--- src/rtl/pipe_stall_ctrl_pkg.sv ---
// ---------------------------------------------------------------------------
// pipe_stall_ctrl_pkg
//   Shared definitions for the five-stage pipeline stall controller.
//   - Tuse "not read" encoding and the default mult/div busy lengths.
//   - hazard_t groups the individual stall causes so the top can OR them.
//   - reg_hazard() is the per-source-operand register hazard test.
// ---------------------------------------------------------------------------
package pipe_stall_ctrl_pkg;

    // Tuse value meaning "this operand is not read by the D instruction".
    // Tuse 0..2 and Tnew 0..2 are plain cycle counts.
    localparam logic [1:0] TUSE_NONE = 2'd3;

    // Default busy lengths of the mult/div unit after a start.
    localparam int MULT_CYCLES_DEF = 5;
    localparam int DIV_CYCLES_DEF  = 10;

    // Individual stall causes; any set bit freezes the front end.
    typedef struct packed {
        logic rs;
        logic rt;
        logic md;
    } hazard_t;

    // A source operand must wait when a younger-than-forwardable producer in
    // E or M targets it: the value is needed (tuse) before it exists (tnew).
    // Register 0 is hard-wired, and tnew==0 is always covered by forwarding
    // (tuse < 0 can never hold).
    function automatic logic reg_hazard(
        input logic [4:0] src,
        input logic [1:0] tuse,
        input logic [4:0] wa_e,
        input logic [1:0] tnew_e,
        input logic [4:0] wa_m,
        input logic [1:0] tnew_m
    );
        return (src != 5'd0) && (tuse != TUSE_NONE) &&
               (((src == wa_e) && (tuse < tnew_e)) ||
                ((src == wa_m) && (tuse < tnew_m)));
    endfunction

endpackage

--- src/rtl/pipe_stall_ctrl_md_busy_counter.sv ---
// ---------------------------------------------------------------------------
// pipe_stall_ctrl_md_busy_counter
//   Countdown model of the multi-cycle mult/div unit. A start with the
//   counter idle loads DIV_CYCLES or MULT_CYCLES; the counter then decrements
//   once per clock. busy is high while the count is non-zero, i.e. for
//   exactly N cycles starting the cycle after the start.
//
//   Ports:
//     clk     in   pipeline clock, rising edge
//     reset   in   asynchronous, active-high reset (clears the count)
//     start   in   E-stage mult/div start (one cycle per instruction)
//     is_div  in   qualifies start: 1 = div/divu, 0 = mult/multu
//     busy    out  unit busy (count != 0)
// ---------------------------------------------------------------------------
module pipe_stall_ctrl_md_busy_counter
    import pipe_stall_ctrl_pkg::*;
#(
    parameter int MULT_CYCLES = MULT_CYCLES_DEF,
    parameter int DIV_CYCLES  = DIV_CYCLES_DEF,
    parameter int CNT_W       = 4
) (
    input  logic clk,
    input  logic reset,
    input  logic start,
    input  logic is_div,
    output logic busy
);

    logic [CNT_W-1:0] r_count;
    logic             w_busy;

    assign w_busy = (r_count != '0);
    assign busy   = w_busy;

    // A start arriving while already busy is ignored; the running operation
    // keeps counting down undisturbed.
    // NOTE: sequential state uses non-blocking assignments so every flop
    // samples pre-edge values regardless of block ordering.
    always_ff @(posedge clk or posedge reset) begin
        if (reset) begin
            r_count <= '0;
        end else if (start && !w_busy) begin
            r_count <= is_div ? CNT_W'(DIV_CYCLES) : CNT_W'(MULT_CYCLES);
        end else if (w_busy) begin
            r_count <= r_count - CNT_W'(1);
        end
    end

    // The front-end stall must keep a second mult/div out of E while busy.
    a_no_start_while_busy : assert property (
        @(posedge clk) disable iff (reset) !(start && w_busy)
    );

endmodule

--- src/rtl/pipe_stall_ctrl.sv ---
// ---------------------------------------------------------------------------
// pipe_stall_ctrl
//   Hazard and stall controller for the five-stage pipeline. Compares the
//   pre-decoded register-use fields of the D instruction against the
//   register-write fields of E and M, and blocks mult/div-family
//   instructions in D while the mult/div unit is busy or starting.
//   A stall freezes PC and F/D and loads a bubble into D/E. A free-running
//   counter records the number of stalled cycles.
//
//   Ports:
//     clk, reset               clock (rising) / async active-high reset
//     rs_D, rt_D               D-stage source registers
//     tuse_rs_D, tuse_rt_D     cycles until operand needed (3 = not read)
//     md_D                     D instr belongs to the mult/div family
//     wa_E, tnew_E             E-stage destination (0 = none) / cycles to ready
//     md_start_E, md_div_E     E-stage mult/div start and its div qualifier
//     wa_M, tnew_M             M-stage destination (0 = none) / cycles to ready
//     stall                    hazard present this cycle (combinational)
//     en_PC, en_FD             PC and F/D write enables (= ~stall)
//     flush_E                  bubble into D/E (= stall)
//     md_busy                  mult/div unit busy
//     stall_cnt                stall cycles since reset (wraps)
// ---------------------------------------------------------------------------
module pipe_stall_ctrl
    import pipe_stall_ctrl_pkg::*;
#(
    parameter int MULT_CYCLES = MULT_CYCLES_DEF,
    parameter int DIV_CYCLES  = DIV_CYCLES_DEF,
    parameter int CNT_W       = 4
) (
    input  logic        clk,
    input  logic        reset,
    input  logic [4:0]  rs_D,
    input  logic [4:0]  rt_D,
    input  logic [1:0]  tuse_rs_D,
    input  logic [1:0]  tuse_rt_D,
    input  logic        md_D,
    input  logic [4:0]  wa_E,
    input  logic [1:0]  tnew_E,
    input  logic        md_start_E,
    input  logic        md_div_E,
    input  logic [4:0]  wa_M,
    input  logic [1:0]  tnew_M,
    output logic        stall,
    output logic        en_PC,
    output logic        en_FD,
    output logic        flush_E,
    output logic        md_busy,
    output logic [31:0] stall_cnt
);

    hazard_t     w_haz;
    logic        w_stall;
    logic        w_md_busy;
    logic [31:0] r_stall_cnt;

    pipe_stall_ctrl_md_busy_counter #(
        .MULT_CYCLES (MULT_CYCLES),
        .DIV_CYCLES  (DIV_CYCLES),
        .CNT_W       (CNT_W)
    ) u_md_busy_counter (
        .clk    (clk),
        .reset  (reset),
        .start  (md_start_E),
        .is_div (md_div_E),
        .busy   (w_md_busy)
    );

    // The md hazard also covers the start cycle itself: the unit is not yet
    // busy, but the operation in E will be, so a mult/div-family D
    // instruction must not advance behind it.
    always_comb begin
        // NOTE: give every always_comb output a default first so no path
        // leaves it unassigned and infers a latch.
        w_haz    = '0;
        w_haz.rs = reg_hazard(rs_D, tuse_rs_D, wa_E, tnew_E, wa_M, tnew_M);
        w_haz.rt = reg_hazard(rt_D, tuse_rt_D, wa_E, tnew_E, wa_M, tnew_M);
        w_haz.md = md_D && (w_md_busy || md_start_E);
        w_stall  = |w_haz;
    end

    assign stall     = w_stall;
    assign en_PC     = ~w_stall;
    assign en_FD     = ~w_stall;
    assign flush_E   = w_stall;
    assign md_busy   = w_md_busy;
    assign stall_cnt = r_stall_cnt;

    // Overlapping causes still count as a single stalled cycle; the counter
    // wraps naturally at 2^32.
    always_ff @(posedge clk or posedge reset) begin
        if (reset) begin
            r_stall_cnt <= '0;
        end else if (w_stall) begin
            r_stall_cnt <= r_stall_cnt + 32'd1;
        end
    end

endmodule

--- config.mk ---
export PLATFORM = sky130hd
export DESIGN_NAME = pipe_stall_ctrl
export DESIGN_NICKNAME = d
export VERILOG_FILES = /design/src/rtl/pipe_stall_ctrl_pkg.sv /design/src/rtl/pipe_stall_ctrl_md_busy_counter.sv /design/src/rtl/pipe_stall_ctrl.sv
export SDC_FILE = /design/constraint.sdc
export NUM_CORES = 1
export LEC_CHECK = 0
export ABC_AREA = 1
export BUFFER_PORTS_ARGS = -buffer_cell sky130_fd_sc_hd__buf_2
export CORE_MARGIN = 1
export CORE_UTILIZATION = 49
export CTS_CLUSTER_DIAMETER = 200
export CTS_CLUSTER_SIZE = 40
export DETAILED_ROUTE_END_ITERATION = 7
export GPL_ROUTABILITY_DRIVEN = 0
export PLACE_DENSITY = 0.77
export RECOVER_POWER = 25
export SLEW_MARGIN = 20
export SYNTH_ARGS = -nofsm -noshare
export SYNTH_HDL_FRONTEND = slang
export SYNTH_HIERARCHICAL = 1
export SYNTH_SLANG_ARGS = --single-unit
export TNS_END_PERCENT = 5
--- constraint.sdc ---
create_clock -name clk -period 1.85 [get_ports clk]
set_input_delay 0.0925 -clock clk [delete_from_list [all_inputs] [get_ports clk]]
set_output_delay 0.0925 -clock clk [all_outputs]
set_load 0.01 [all_outputs]
==> results of run 1 <==
-- report_power, final --
| group | total, mW | internal [mW] | switching, mW | leakage, nW |
|---|---|---|---|---|
| Clock | 0.534 | 0.256 | 0.277 | 0.0410 |
| Combinational | 0.892 | 0.376 | 0.516 | 1.42 |
| Sequential | 1.00 | 0.887 | 0.116 | 0.487 |
| Total | 2.43 | 1.52 | 0.909 | 1.95 |
-- cells in the final DEF (no fill, tap or decap), types with 2 or more instances in the layout --
master and instances:
nand4_1 44, xnor2_1 10, dfrtp_1 36, xor2_1 19, o21ai_0 3, nor2_4 3, buf_4 11, buf_2 68
inv_1 45, nand3b_1 3, nand3_1 18, nor2_2 2, nor2_1 37, o21bai_1 2, clkbuf_1 2, ha_1 6
clkbuf_8 5, nand3_2 4, nand2_1 153, inv_2 5, nand2_2 5, nor3_1 7, nor3_2 3, a21boi_0 3
-- stage by stage --
stage	cell area [µm²]	setup slack [ns]
4_1_cts	3480	0.0349
3_3_place_gp	3380	0.258
5_1_grt	3500	0.0218
3_5_place_dp	3380	0.156
6_report	3500	0.0948
2_1_floorplan	2930	0.0810
-- layer usage --
layer / vias up / global-route usage, % / routed length, µm
li1: 1542 / - / -
met1: 1390 / 30.4 / 3230
met2: 86 / 44.6 / 3710
met3: 9 / 3.91 / 325
met4: 0 / 6.36 / 76
met5: - / 0 / 0
-- worst min path at each step --
stage                         from                            to  slack [ns]  cells past startpoint
after floorplan              reset  u_md_busy_counter/r_count[0]       -0.14                      1
after global placement       reset  u_md_busy_counter/r_count[0]      -0.003                      2
after detailed placement     reset  u_md_busy_counter/r_count[0]      -0.002                      2
after CTS                 md_div_E  u_md_busy_counter/r_count[3]         0.1                      3
after global routing      md_div_E  u_md_busy_counter/r_count[3]        0.10                      3
final                     md_div_E  u_md_busy_counter/r_count[3]         0.1                      3
-- worst reg2reg max path: stages (launching register included) --
cell     delay (ns)
dfrtp_1        0.36
ha_1           0.21
nand3_2        0.14
nor2_4         0.16
nand2_2        0.10
nor2_4         0.20
nand3_2        0.12
xnor2_2        0.15
nand2_1        0.07
nand2_1        0.04
-- timing repair --
item / CTS / global route
endpoints found under the setup margin: 1 / 1
buffers inserted: 1 / 1
hold buffers: 1 / 0
gates resized for setup: 2 / 4
pin swaps: 1 / 2
endpoints found under the hold margin: 36 / 0
-- Yosys cell counts, types with 2 or more instances --
library cell | number | area (µm²)
nand2_1 | 153 | 574
inv_1 | 47 | 176
nand4_1 | 44 | 275
nor2_1 | 37 | 139
dfrtp_1 | 36 | 901
xor2_1 | 19 | 166
nand3_1 | 18 | 90.1
xnor2_1 | 10 | 87.6
ha_1 | 7 | 87.6
nor3_1 | 7 | 35.0
buf_2 | 6 | 30.0
nand2_2 | 6 | 37.5
buf_4 | 4 | 30.0
nand3_2 | 4 | 40.0
a21boi_0 | 3 | 22.5
inv_2 | 3 | 11.3
nand3b_1 | 3 | 22.5
nor2_4 | 3 | 33.8
nor3_2 | 3 | 30.0
o21ai_0 | 3 | 15.0
clkbuf_1 | 2 | 7.51
nor2_2 | 2 | 12.5
o21ai_1 | 2 | 10.0
o21bai_1 | 2 | 15.0
-- flip-flops by register name (all words and copies together) (netlist names) --
name                       cells
stall_cnt                     32
u_md_busy_counter/r_count      4
-- logic make-up (layout without fill, tap and decap cells) --
family / after synthesis / count (layout) / synth area share (%)
and+or+nand+nor: 282 / 282 / 44.8
buffers and inverters: 64 / 140 / 9.39
DFF: 36 / 36 / 30.7
xor gates and xnor gates: 30 / 30 / 9.22
AOI/OAI and AO/OA: 13 / 13 / 2.82
adders and majority gates: 7 / 7 / 2.99
-- area by class of cell --
| cell class | instances | area, µm² | share of cell area, % |
|---|---|---|---|
| Multi-Input combinational cell | 332 | 1780 | 50.9 |
| Sequential cell | 36 | 901 | 25.7 |
| Timing Repair Buffer | 83 | 462 | 13.2 |
| Inverter | 50 | 188 | 5.36 |
| Tap cell | 72 | 90.1 | 2.57 |
| Clock buffer | 6 | 72.6 | 2.07 |
| Clock inverter | 1 | 5.00 | 0.143 |
==> results.md, run 1 <==
* DRT Wirelength at around 7.3 mm
* Via count at approximately 3000
* Total power at about 2.4 mW
* Top delay family on crit path: buffers and inverters
* Setup crit end: flush_E
* Net count after synthesis at 472
* Synth Register Bits at 36
* Reg-to-reg slack, setup at about 0.20 ns
* VDD IR-drop max at around 0.56 mV
* Minimum clock period at between 1.5 and 2 ns
* Crit end category: output pin
* Clock root cell: clkbuf_8
* Slowest stage cell, crit path: dfrtp_1
* Status: finished, final reports clean
* Final setup TNS at 0 ns
* Register-to-Register Path Depth at 9
* Routed Antenna Nets at 0
* Vias per inst at roughly 5.2
* Leak Pwr at a little under 2 nW
* Post-Syn Area at just under 3000 µm²
* DRC at 0
* Startpoint types: register
* Sink Count at 36
* Worst Path Required at about 1.8 ns
* Row count at 27
* Layout Utilization at 62.1%
* Top FF cell, synth: dfrtp_1
* CP Buf/Inv Count at 3
* Final Non-Filler Cells at 580
* R2r endpoint: stall_cnt[24]
* RSZ-0062 raised after global routing: false
* Avg Inst Size Synth at 6.78 µm²
* # setup viols final at 0
* Die Span Y at between 70 and 80 µm
* Global-route wire length before repair at about 12 mm
* WP depth at 7
* Die Span X at 79.3 µm
* Critical Path AT at between 1.5 and 2 ns
* Fill count at between 500 and 600
* Die area at around 6300 µm²
* Ant diodes at 0
* Sequential cell area fraction in the yosys report at a little under a third
* Largest net degree at the start of global routing at 33
* Core ar. at ~5600 µm²
* Gr usage total at about a quarter
* Crit path from: u_md_busy_counter/r_count[1]
* Vias in the first global route at 2880
* Hpwl dp at approximately 5.6 mm
* Critical Path Fanout Max at 18
* CTS Buf Count at 5
* H-tree levels at 2
* Max_cap viols at 0
* I/O Pins at 70
* CTS tree: done
* Drt pass-1 iters at 4
* WL/cell at 12.7 µm
* Initial antenna violation count at 0
* Reg-to-Reg Start: stall_cnt[0]
* Crit path largest cell delay at 0.41 ns
* Final Hold Violating Endpoints at 0
* Fin Hold WS at approximately 0.096 ns
* Final Cycle Share at 94.9%
* Starting Density at approximately half
* Clock tree skew after final layout at about 0.0056 ns
* Syn Inst Count at 432
* Area grow syn2layout at 19.5%
* Synth cell types at 32
* Layout net count at about 550
* Fmax at 0.570 GHz
* Slew @ Worst Pin at a little over 0.8 ns
* Clock Latency Late Sink at about 0.29 ns
* Asr flop ratio synth at 100%
* Max_slew headroom at between 40 and 50%
* Worst Setup Path Type: register to output pin
* Fraction of layout cells with a size suffix above 1 at about 22%
* Post-synth EDFFs at 0
* Starting DRT DRC Count at 242
* Max-slew violations at 0
* Max Root-Sink Buffers at 2
* Worst path cell trace: inv_2 -> ha_4 -> nand2_4 -> o21ai_4 -> nand3_4 -> buf_12 -> buf_2
* PwrDens at about 690 nW/µm²
* Clock transition at the registers of the reported paths at 0.07 ns
* PortBufs at a little under 70
* Grt ovf at 0
* Hold Path Class: input port to register
* DP Cell Count at 570
* Synth warn at 6
(Power assumes the default switching activity.)
==> run 2: changes to the inputs <==
==> constraint.sdc (replaced) <==
create_clock -name clk -period 1.85 [get_ports clk]
set_input_delay 0.555 -clock clk [delete_from_list [all_inputs] [get_ports clk]]
set_output_delay 0.555 -clock clk [all_outputs]
set_load 0.01 [all_outputs]
==> results.md, run 2 (synthesis gave the netlist of run 1 again) <==
* Status: finished, violations left (was finished, final reports clean)
* Failing checks: negative setup slack
* Drt pass-1 iters at 4 (unchanged)
* CTS tree: done (unchanged)
* Global-route wire length before repair at 12.7 mm (was 12.4 mm)
* Hpwl dp at 5.44 mm (was 5.65 mm)
* Switch share at 35.3% (was 37.5%)
* VDD IR-drop max at 0.573 mV (was 0.560 mV)
* Clock transition at the registers of the reported paths at 0.08 ns (was 0.07 ns)
* Worst Setup Path Type: input port to output pin (was register to output pin)
* I/O Pins at 70 (unchanged)
* Area grow syn2layout at 24.8% (was 19.5%)
* Worst Path Required at 1.29 ns (was 1.76 ns)
* Sequential power share at 38.4% (was 41.3%)
* Clock root cell: clkbuf_8 (unchanged)
* Via count at 3073 (was 3027)
* Slew @ Worst Pin at 0.814 ns (was 0.824 ns)
* Largest register FFs at 32 (unchanged)
* Starting DRT DRC Count at 199 (was 242)
* P_sw at 0.922 mW (was 0.909 mW)
* DRT Wirelength at 7.29 mm (was 7.35 mm)
* Top delay family on crit path: simple AND/OR/NAND/NOR gates (was buffers and inverters)
* Minimum clock period at 2.20 ns (was 1.76 ns)
* PwrDens at 714 nW/µm² (was 694 nW/µm²)
* Final Non-Filler Cells at 584 (was 580)
* Internal power at 1.69 mW (was 1.52 mW)
* Die Span X at 79.3 µm (unchanged)
* RSZ-0062 raised after global routing: true (was false)
* # setup viols final at 7 (was 0)
* Vias in the first global route at 2947 (was 2880)
* Final Hold Violating Endpoints at 0 (unchanged)
* Max_slew headroom at 45.7% (was 45.1%)
* Commonest non-fill, non-tap cell in the layout: nand2_1 (unchanged)
* Clock tree skew after final layout at 0.00894 ns (was 0.00556 ns)
* Leak Pwr at 1.98 nW (was 1.95 nW)
* Initial antenna violation count at 0 (unchanged)
* Crit path largest cell delay at 0.23 ns (was 0.41 ns)
* Clock Power Share at 26.9% (was 22.0%)
* Routed Antenna Nets at 0 (unchanged)
* Layout net count at 551 (was 548)
* PortBufs at 69 (unchanged)
* Sink Count at 36 (unchanged)
* Critical Path AT at 1.64 ns (was 1.66 ns)
* Final Cycle Share at 119% (was 94.9%)
* CP Buf/Inv Count at 4 (was 3)
* Max_cap viols at 0 (unchanged)
* DRC at 0 (unchanged)
* Fraction of layout cells with a size suffix above 1 at 25.4% (was 22.4%)
* Combinational share of power at 34.7% (was 36.7%)
* Starting Density at 51.9% (unchanged)
* Die area at 6290 µm² (unchanged)
* Setup ws final at -0.347 ns (was 0.0948 ns)
* Worst path cell trace: buf_8 -> inv_12 -> ha_4 -> a21boi_2 -> nor2_1 -> nand3_1 -> nand2_1 -> nand2_2 -> nand3_4 -> inv_4 -> buf_6 (was inv_2 -> ha_4 -> nand2_4 -> o21ai_4 -> nand3_4 -> buf_12 -> buf_2)
* Final setup TNS at -1.39 ns (was 0 ns)
* Number of hold buffers added after CTS at 0 (was 1)
* Largest net degree at the start of global routing at 33 (unchanged)
* H-tree levels at 2 (unchanged)
* Most frequent cells in the layout: nand2_1 (153), buf_2 (62), nand4_1 (44) (was nand2_1 (153), buf_2 (68), inv_1 (45))
* Hold Path Class: input port to asynchronous set/reset pin (was input port to register)
* Fin Hold WS at 0.126 ns (was 0.0962 ns)
* Startpoint types: input port (was register)
* Clock Latency Late Sink at 0.29 ns (about the same)
* Critical Path Fanout Max at 5 (was 18)
* Vias per inst at 5.26 (was 5.22)
* CTS Buf Count at 5 (unchanged)
* Ant diodes at 0 (unchanged)
* Die Span Y at 79.3 µm (unchanged)
* Row count at 27 (unchanged)
* DP Cell Count at 571 (was 570)
* WL/cell at 12.5 µm (was 12.7 µm)
* Fmax at 0.455 GHz (was 0.570 GHz)
* Max-slew violations at 0 (unchanged)
* Crit end category: output pin (unchanged)
* Core ar. at 5640 µm² (unchanged)
* Slowest stage cell, crit path: ha_4 (was dfrtp_1)
* Grt ovf at 0 (unchanged)
* Gr usage total at 25.0% (was 24.7%)
* Max Root-Sink Buffers at 2 (unchanged)
==> run 2: power groups by stage <==
| stage | sequential, mW | combinational [mW] | clock (mW) |
|---|---|---|---|
| floorplan | 1.03 | 0.520 | 0 |
| global placement | 1.00 | 0.837 | 0 |
| detailed placement | 1.01 | 0.855 | 0 |
| CTS | 0.993 | 0.878 | 0.712 |
| global route | 1.01 | 1.03 | 0.744 |
| finish | 1.00 | 0.906 | 0.703 |
==> run 2: through the flow <==
stage | total power, mW | area (µm²) | setup slack, ns | util (%)
floorplan | 1.55 | 3010 | -0.355 | -
detailed placement | 1.86 | 3440 | -0.435 | 61.0
global route | 2.78 | 3660 | -0.393 | 64.8
finish | 2.61 | 3660 | -0.347 | 64.8
CTS | 2.58 | 3630 | -0.334 | 64.3
global placement | 1.84 | 3440 | -0.414 | 61.0
==> run 2: worst reg2reg max path: cells and delay by family (launching register included) <==
family	cells	cell delay, ns
and+or+nand+nor	7	0.81
DFF	1	0.36
adders and majority gates	1	0.21
xor gates and xnor gates	1	0.14
==> run 2: worst paths after layout <==
kind / startpoint / to / slack (ns) / cells after the start
worst max-delay path: tnew_M[1] / en_FD / -0.35 / 11
worst min-delay path: reset / u_md_busy_counter/r_count[1] / 0.13 / 2
worst max register to register: stall_cnt[0] / stall_cnt[24] / 0.24 / 9
worst min register to register: stall_cnt[31] / stall_cnt[31] / 0.58 / 2
max in group asynchronous: reset / stall_cnt[13] / 0.84 / 3
min in group clk: md_div_E / u_md_busy_counter/r_count[3] / 0.55 / 3
==> run 2: layout make-up <==
class / count / area, µm²
Fill cell: 532 / 1980
Multi-Input combinational cell: 332 / 1820
Sequential cell: 36 / 902
Timing Repair Buffer: 86 / 527
Inverter: 50 / 208
Tap cell: 72 / 90.1
Clock buffer: 5 / 68.8
Clock inverter: 3 / 42.5
==> run 2: per-layer routing <==
layer | GRT usage [%] | vias to the layer above | share of wire [%] | routed length (µm)
li1 | - | 1547 | - | -
met5 | 0 | - | 0 | 0
met4 | 6.36 | 0 | 0.93 | 68
met2 | 45.3 | 100 | 50 | 3670
met1 | 29.8 | 1418 | 43 | 3110
met3 | 4.94 | 8 | 6.1 | 444
==> run 2: repair_timing <==
item,CTS,global route
gates resized for setup,14,6
pin swaps,9,24
endpoints found under the setup margin,5,37
setup buffers,3,2
